## src/rtl/prach_conv_sched.sv

```systemverilog
// prach_conv_sched: per-channel FIFOs feeding one round-robin scheduled bus, with frame-sync flush.
module prach_conv_sched #(
    parameter int NUM_CHN    = 4,
    parameter int FIFO_DEPTH = 2
) (
    input  logic                   clk,
    input  logic                   rst_n,
    input  logic [16*NUM_CHN-1:0]  din_dr,
    input  logic [16*NUM_CHN-1:0]  din_di,
    input  logic [NUM_CHN-1:0]     din_dv,
    input  logic                   sync_in,
    output logic [15:0]            dout_dr,
    output logic [15:0]            dout_di,
    output logic                   dout_dv,
    output logic [7:0]             dout_chn,
    output logic                   sync_out,
    output logic [NUM_CHN-1:0]     err_ovf
);
    localparam int AW  = $clog2(FIFO_DEPTH);
    localparam int CW  = AW + 1;
    localparam int CHW = NUM_CHN > 1 ? $clog2(NUM_CHN) : 1;

    logic [31:0]        mem_q [NUM_CHN][FIFO_DEPTH];
    logic [AW-1:0]      wp_q [NUM_CHN];
    logic [AW-1:0]      wp_d [NUM_CHN];
    logic [AW-1:0]      rp_q [NUM_CHN];
    logic [AW-1:0]      rp_d [NUM_CHN];
    logic [CW-1:0]      cnt_q [NUM_CHN];
    logic [CW-1:0]      cnt_d [NUM_CHN];
    logic [NUM_CHN-1:0] ne, pop, acc, ovf_q, ovf_d;
    logic [CHW-1:0]     ptr_q, ptr_d, gnt;
    logic [CHW:0]       k;
    logic               gnt_v;
    logic [15:0]        dr_q, di_q;
    logic [7:0]         chn_q;
    logic               dv_q, sync_q;

    // Scan from the highest offset down so the nearest candidate after ptr is the last one written.
    always_comb begin
        gnt_v = 1'b0;
        gnt   = '0;
        k     = '0;
        for (int c = 0; c < NUM_CHN; c++) ne[c] = cnt_q[c] != CW'(0);
        for (int i = NUM_CHN; i >= 1; i--) begin
            k = {1'b0, ptr_q} + (CHW+1)'(i);
            k = k >= (CHW+1)'(NUM_CHN) ? k - (CHW+1)'(NUM_CHN) : k;
            if (ne[k[CHW-1:0]]) begin
                gnt_v = 1'b1;
                gnt   = k[CHW-1:0];
            end
        end
        gnt_v = gnt_v & ~sync_in;
        ptr_d = sync_in ? CHW'(NUM_CHN-1) : gnt_v ? gnt : ptr_q;
    end

    // Sync flushes by snapping rd to wr; a same-cycle write then lands as the new frame's first entry.
    always_comb begin
        for (int c = 0; c < NUM_CHN; c++) begin
            pop[c]   = gnt_v && gnt == CHW'(c);
            acc[c]   = din_dv[c] && (sync_in || pop[c] || cnt_q[c] != CW'(FIFO_DEPTH));
            cnt_d[c] = (sync_in ? CW'(0) : cnt_q[c] - CW'(pop[c])) + CW'(acc[c]);
            rp_d[c]  = sync_in ? wp_q[c] : rp_q[c] + AW'(pop[c]);
            wp_d[c]  = wp_q[c] + AW'(acc[c]);
            ovf_d[c] = ovf_q[c] | (din_dv[c] & ~acc[c]);
        end
    end

    always_ff @(posedge clk) begin
        for (int c = 0; c < NUM_CHN; c++)
            if (acc[c]) mem_q[c][wp_q[c]] <= {din_di[16*c +: 16], din_dr[16*c +: 16]};
    end

    always_ff @(posedge clk) begin
        if (!rst_n) begin
            for (int c = 0; c < NUM_CHN; c++) begin
                cnt_q[c] <= '0;
                wp_q[c]  <= '0;
                rp_q[c]  <= '0;
            end
            ptr_q  <= CHW'(NUM_CHN-1);
            ovf_q  <= '0;
            dr_q   <= '0;
            di_q   <= '0;
            chn_q  <= '0;
            dv_q   <= 1'b0;
            sync_q <= 1'b0;
        end else begin
            for (int c = 0; c < NUM_CHN; c++) begin
                cnt_q[c] <= cnt_d[c];
                wp_q[c]  <= wp_d[c];
                rp_q[c]  <= rp_d[c];
            end
            ptr_q  <= ptr_d;
            ovf_q  <= ovf_d;
            dv_q   <= gnt_v;
            sync_q <= sync_in;
            if (gnt_v) begin
                {di_q, dr_q} <= mem_q[gnt][rp_q[gnt]];
                chn_q        <= 8'(gnt);
            end
        end
    end

    assign dout_dr  = dr_q;
    assign dout_di  = di_q;
    assign dout_dv  = dv_q;
    assign dout_chn = chn_q;
    assign sync_out = sync_q;
    assign err_ovf  = ovf_q;
endmodule

```

## config.mk

```make
export PLATFORM = sky130hd
export DESIGN_NAME = prach_conv_sched
export DESIGN_NICKNAME = d
export VERILOG_FILES = /design/src/rtl/prach_conv_sched.sv
export SDC_FILE = /design/constraint.sdc
export NUM_CORES = 1
export LEC_CHECK = 0
export BUFFER_PORTS_ARGS = -buffer_cell sky130_fd_sc_hd__buf_2
export CORE_MARGIN = 2
export CORE_UTILIZATION = 60
export CTS_CLUSTER_SIZE = 24
export DETAILED_ROUTE_END_ITERATION = 10
export PLACE_DENSITY = 0.83
export SYNTH_ARGS = -nofsm -noshare
export SYNTH_HDL_FRONTEND = slang
export SYNTH_SLANG_ARGS = --single-unit
```

## constraint.sdc

```tcl
create_clock -name clk -period 6.12 [get_ports clk]
set_input_delay 0.918 -clock clk [delete_from_list [all_inputs] [get_ports clk]]
set_output_delay 0.918 -clock clk [all_outputs]
set_load 0.1 [all_outputs]
```

# Yosys cells after proc, flatten, opt, wreduce, memory -nomap -nowiden
# Memory sizes are Yosys's and may differ from the RTL's.
# Index checks and enable logic that the tools add are counted.
dict set report word_totals {
  regBits 42
  ram_bits 272
  inputBits 135
  out_inout_bits 46
  mem_count 4
}
dict set report classes {
  addsub 24
  n_lt_le_gt_ge 17
  eq_ne 7
  n_mux 61
  bitwise 32
  reduce_logical 26
}
# memory depth word_bits rd rd_ports_with_merged_regs write_ports line_no
set memory_table {}
lappend memory_table {mem_q 4 64 1 0 4 23} ;# logic [31:0] mem_q [NUM_CHN][FIFO_DEPTH];
lappend memory_table {cnt_q 4 2 4 0 4 28} ;# logic [CW-1:0] cnt_q [NUM_CHN];
lappend memory_table {rp_q 4 1 5 0 4 26} ;# logic [AW-1:0] rp_q [NUM_CHN];
lappend memory_table {wp_q 4 1 4 0 4 24} ;# logic [AW-1:0] wp_q [NUM_CHN];
# operator n
set op_table {}
lappend op_table {{64-bit two-way mux} 4}
lappend op_table {{32-bit two-way mux} 7}
lappend op_table {{32-bit demux with 1-bit select} 4}
lappend op_table {{2-bit two-way mux} 16}
lappend op_table {{1-bit two-way mux} 26}
lappend op_table {{1-bit bitwise OR} 16}
lappend op_table {{3-bit greater-or-equal comparator (second input constant)} 4}
lappend op_table {{1-bit logical AND} 12}
lappend op_table {{2-bit by 3-bit less-than comparator with 1-bit output (second input constant)} 4}
lappend op_table {{2-bit greater-or-equal comparator (second input constant)} 5}
lappend op_table {{1-bit NOT with 2-bit output} 5}
lappend op_table {{1-bit adder} 8}
lappend op_table {{2-bit by 1-bit adder with 2-bit output} 4}
lappend op_table {{1-bit binary-select mux with 2-bit select} 4}
lappend op_table {{1-bit logical OR} 8}
lappend op_table {{2-bit by 1-bit less-than comparator with 1-bit output (second input constant)} 4}
lappend op_table {{2-bit inequality test (second input constant)} 4}
lappend op_table {{2-bit nonzero test} 4}
lappend op_table {{2-bit by 1-bit subtractor with 2-bit output} 4}
lappend op_table {{2-bit by 1-bit subtractor with 2-bit output (second input constant)} 4}
lappend op_table {{2-bit by 2-bit adder with 3-bit output (second input constant)} 2}
lappend op_table {{1-bit NOT} 6}
lappend op_table {{1-bit AND} 5}
lappend op_table {{2-bit equality test (second input constant)} 2}
lappend op_table {{5 further kinds} 5}

# Depth between registers and ports, before layout
dict set report logic_depth {
  word_depth 17
  depth_mapped 12
  ltp_nobuf 9
}

# Least setup slack after synthesis
# Ideal clock, no wire load.
dict set report synth_timing {
  path_kind {register to register}
  start {memory cnt_q[2][0] in the netlist's numbering}
  end {memory mem_q[1][0] in the netlist's numbering (enable)}
  arrival_time_ps 2783
  path_slack_ps 2945
  path_stages_with_launch 9
  path_buffers 3
  path_cell_list {dfxtp_1 -> or4_1 -> o221a_2 -> buf_6 -> buf_12 -> buf_6 -> o311ai_1 -> and2_1 -> ha_1}
}
# item line_no
set synth_rtl {}
lappend synth_rtl {{start: declaration} 28}
lappend synth_rtl {{end: declaration} 23}

==> metrics.csv <==
metric,value,unit
critical_path_class,reg -> reg,
grt_pass1_vias,6996,
route.vias.total,6799,
drc,0,
syn_to_final_growth,17.12,%
design_area,0.01455,mm2
die_w,147.9,um
dr.pass1.iters,5,
hold_viol,0,
numCtsBuffers,30,
antenna_found_initial,2,
cp_top_family,compound AO/OA/AOI/OAI gates,
grt_max_degree,61,
yosysUniqueCellTypes,46,
synth-async-reset-ratio,0,%
hold_class,reg -> reg,
drt-initial-drc-count,522,
die-height,147.9,um
seqCellArea,0.008848,mm2
fin_crit_sh,63.65,%
grtUsageTotal,23.65,%
p_leak,5.411,nW
fin_util,71.67,%
tns,0,ns
routabilityCongestion,0.8372,
grt_pass1_wl,39190,um
synth_flop_cell,edfxtp_1,
endpoint_kind,flop,
routedWlPerCell,21.76,um
post-dp-hpwl,15850,um
cp_slowest_cell,ha_2,
cp_max_fo,32,
placement_rows,52,
yosys_register_bits,314,
cts_hold_buffers,0,
start_util,61.19,%
run_status,completed,
io_buffers,174,
required,6.27,ns
clk_pin_slew,0.06,ns
path_cells,o21bai_1 -> o311ai_2 -> a22oi_2 -> buf_4 -> a2111oi_2 -> nor2b_1 -> ha_2,
root_buffer,clkbuf_16,
syn_avg_cell_area,17.50,um2
cts_sinks,314,
path_buf_inv,1,
clk_latency,0.54,ns
yosysWarnings,0,
peakVddDrop,283.1,uV
num-fill-cells,1267,
layout-drive-gt1-share,31.02,%
setup_viol,0,
post-cts-setup-buffer-count,0,
multiInputGateArea,0.003289,mm2
seq_area_frac_synth,71.23,%
rsz0062_at_grt,false,
layout.nets,1036,
crit_arrival,4.04,ns
cts.htree.levels,1,
tightest_slew,1.106,ns
period_needed,3.896,ns
vias_per_cell,5.757,
netlist_instances,710,
fmax,256.7,MHz
dpl_cell_area,0.01344,mm2
final_cell_mix,"256 x edfxtp_1, 174 x buf_2, 130 x mux2i_1",
grt_overflow,0,
slew-limit-headroom,26.24,%
slowest_delay,0.97,ns
io_pins,181,
final_common_cell,edfxtp_1,
startpoint_type,flop,
p_per_area,456.7,mW/mm2
synth_area,0.01242,mm2
wl,25690,um
slew_violations,0,
cts.repair.resized,0,
synth_edf_count,256,
maxCapViolCount,0,
clockBufferDepth,3,
r2r_slack,2.22,ns
cts_tree,yes,
die_area,0.02187,mm2
skew,0.01156,ns
ant_nets,0,
coreArea,0.02030,mm2
[path summary, 6_finish.rpt]
check,startpoint,to,depth (start not counted)
hold reg to reg,err_ovf[3],err_ovf[3],1
hold / removal,err_ovf[3],err_ovf[3],1
setup / recovery,cnt_q[1][1],mem_q[2][51],7
setup reg to reg,cnt_q[1][1],mem_q[2][51],7
[kinds of logic (layout without fill, tap and decap cells)]
group	count (synthesis)	count (layout)	share of synthesized area [%]
multiplexers	163	163	16.39
AND/OR/NAND/NOR	54	54	2.448
flip-flops	314	314	71.23
other	1	8	0.03019
buffers and inverters	55	249	2.830
XOR/XNOR	8	8	0.5641
AO/OA/AOI/OAI	99	99	4.895
adder cells (fa/ha/maj)	16	16	1.612
[synth_stat cells, types with 2 or more instances]
| library cell | instances | area share [%] |
|---|---|---|
| or3_1 | 4 | 0.20 |
| and2_1 | 9 | 0.45 |
| nand2_1 | 12 | 0.36 |
| buf_2 | 7 | 0.28 |
| o211a_1 | 4 | 0.32 |
| mux4_2 | 32 | 5.8 |
| a21boi_0 | 5 | 0.30 |
| a21oi_1 | 44 | 1.8 |
| nor2b_1 | 8 | 0.40 |
| o21bai_1 | 2 | 0.12 |
| a2111oi_2 | 2 | 0.24 |
| clkbuf_1 | 14 | 0.42 |
| ha_1 | 16 | 1.6 |
| o21ai_0 | 32 | 1.3 |
| nor2_1 | 11 | 0.33 |
| clkbuf_4 | 2 | 0.12 |
| xor2_1 | 3 | 0.21 |
| buf_6 | 12 | 1.1 |
| o221ai_1 | 2 | 0.14 |
| edfxtp_1 | 256 | 62 |
| xnor2_1 | 5 | 0.35 |
| dfxtp_1 | 58 | 9.3 |
| inv_1 | 12 | 0.36 |
| buf_4 | 6 | 0.36 |
| nand2b_1 | 2 | 0.10 |
| mux2i_1 | 130 | 10 |
[stage by stage]
step	power, mW	setup slack, ns	cells	hold slack (ns)
global route	6.892	1.998	1181	0.4803
global placement	4.631	2.440	1123	0.4479
finish	6.644	2.224	1181	0.4578
CTS	6.677	2.213	1179	0.4646
floorplan	4.331	2.945	715	0.4890
detailed placement	4.680	2.278	1123	0.4507
[state kept, by name, summed over array words and instances, names as in the netlist]
register	cells
dout_dr	16
dout_chn	2
ptr_q	2
err_ovf	4
sync_out	1
rp_q	4
dout_dv	1
mem_q	256
wp_q	4
cnt_q	8
dout_di	16
[metal layers]
| metal | vias to the layer above | share of wire, % | global-route usage, % |
|---|---|---|---|
| met5 | - | 0 | 0 |
| met3 | 46 | 6.2 | 3.488 |
| met4 | 0 | 2.5 | 6.905 |
| met2 | 261 | 50 | 40.86 |
| li1 | 3105 | - | - |
| met1 | 3387 | 41 | 31.69 |
[area by class of cell]
cell class	instances	area share [%]
Antenna cell	2	0.03440
Clock buffer	38	5.650
Clock inverter	18	1.909
Inverter	12	0.3096
Multi-Input combinational cell	346	22.61
Sequential cell	314	60.82
Tap cell	270	2.322
Timing Repair Buffer	181	6.347
[power breakdown]
group / switching, mW / internal [mW] / total [mW]
Sequential: 0.101 / 2.55 / 2.65
Clock: 0.762 / 1.25 / 2.01
Combinational: 1.27 / 0.716 / 1.98
Note: power is estimated with default switching activity, not from simulation.
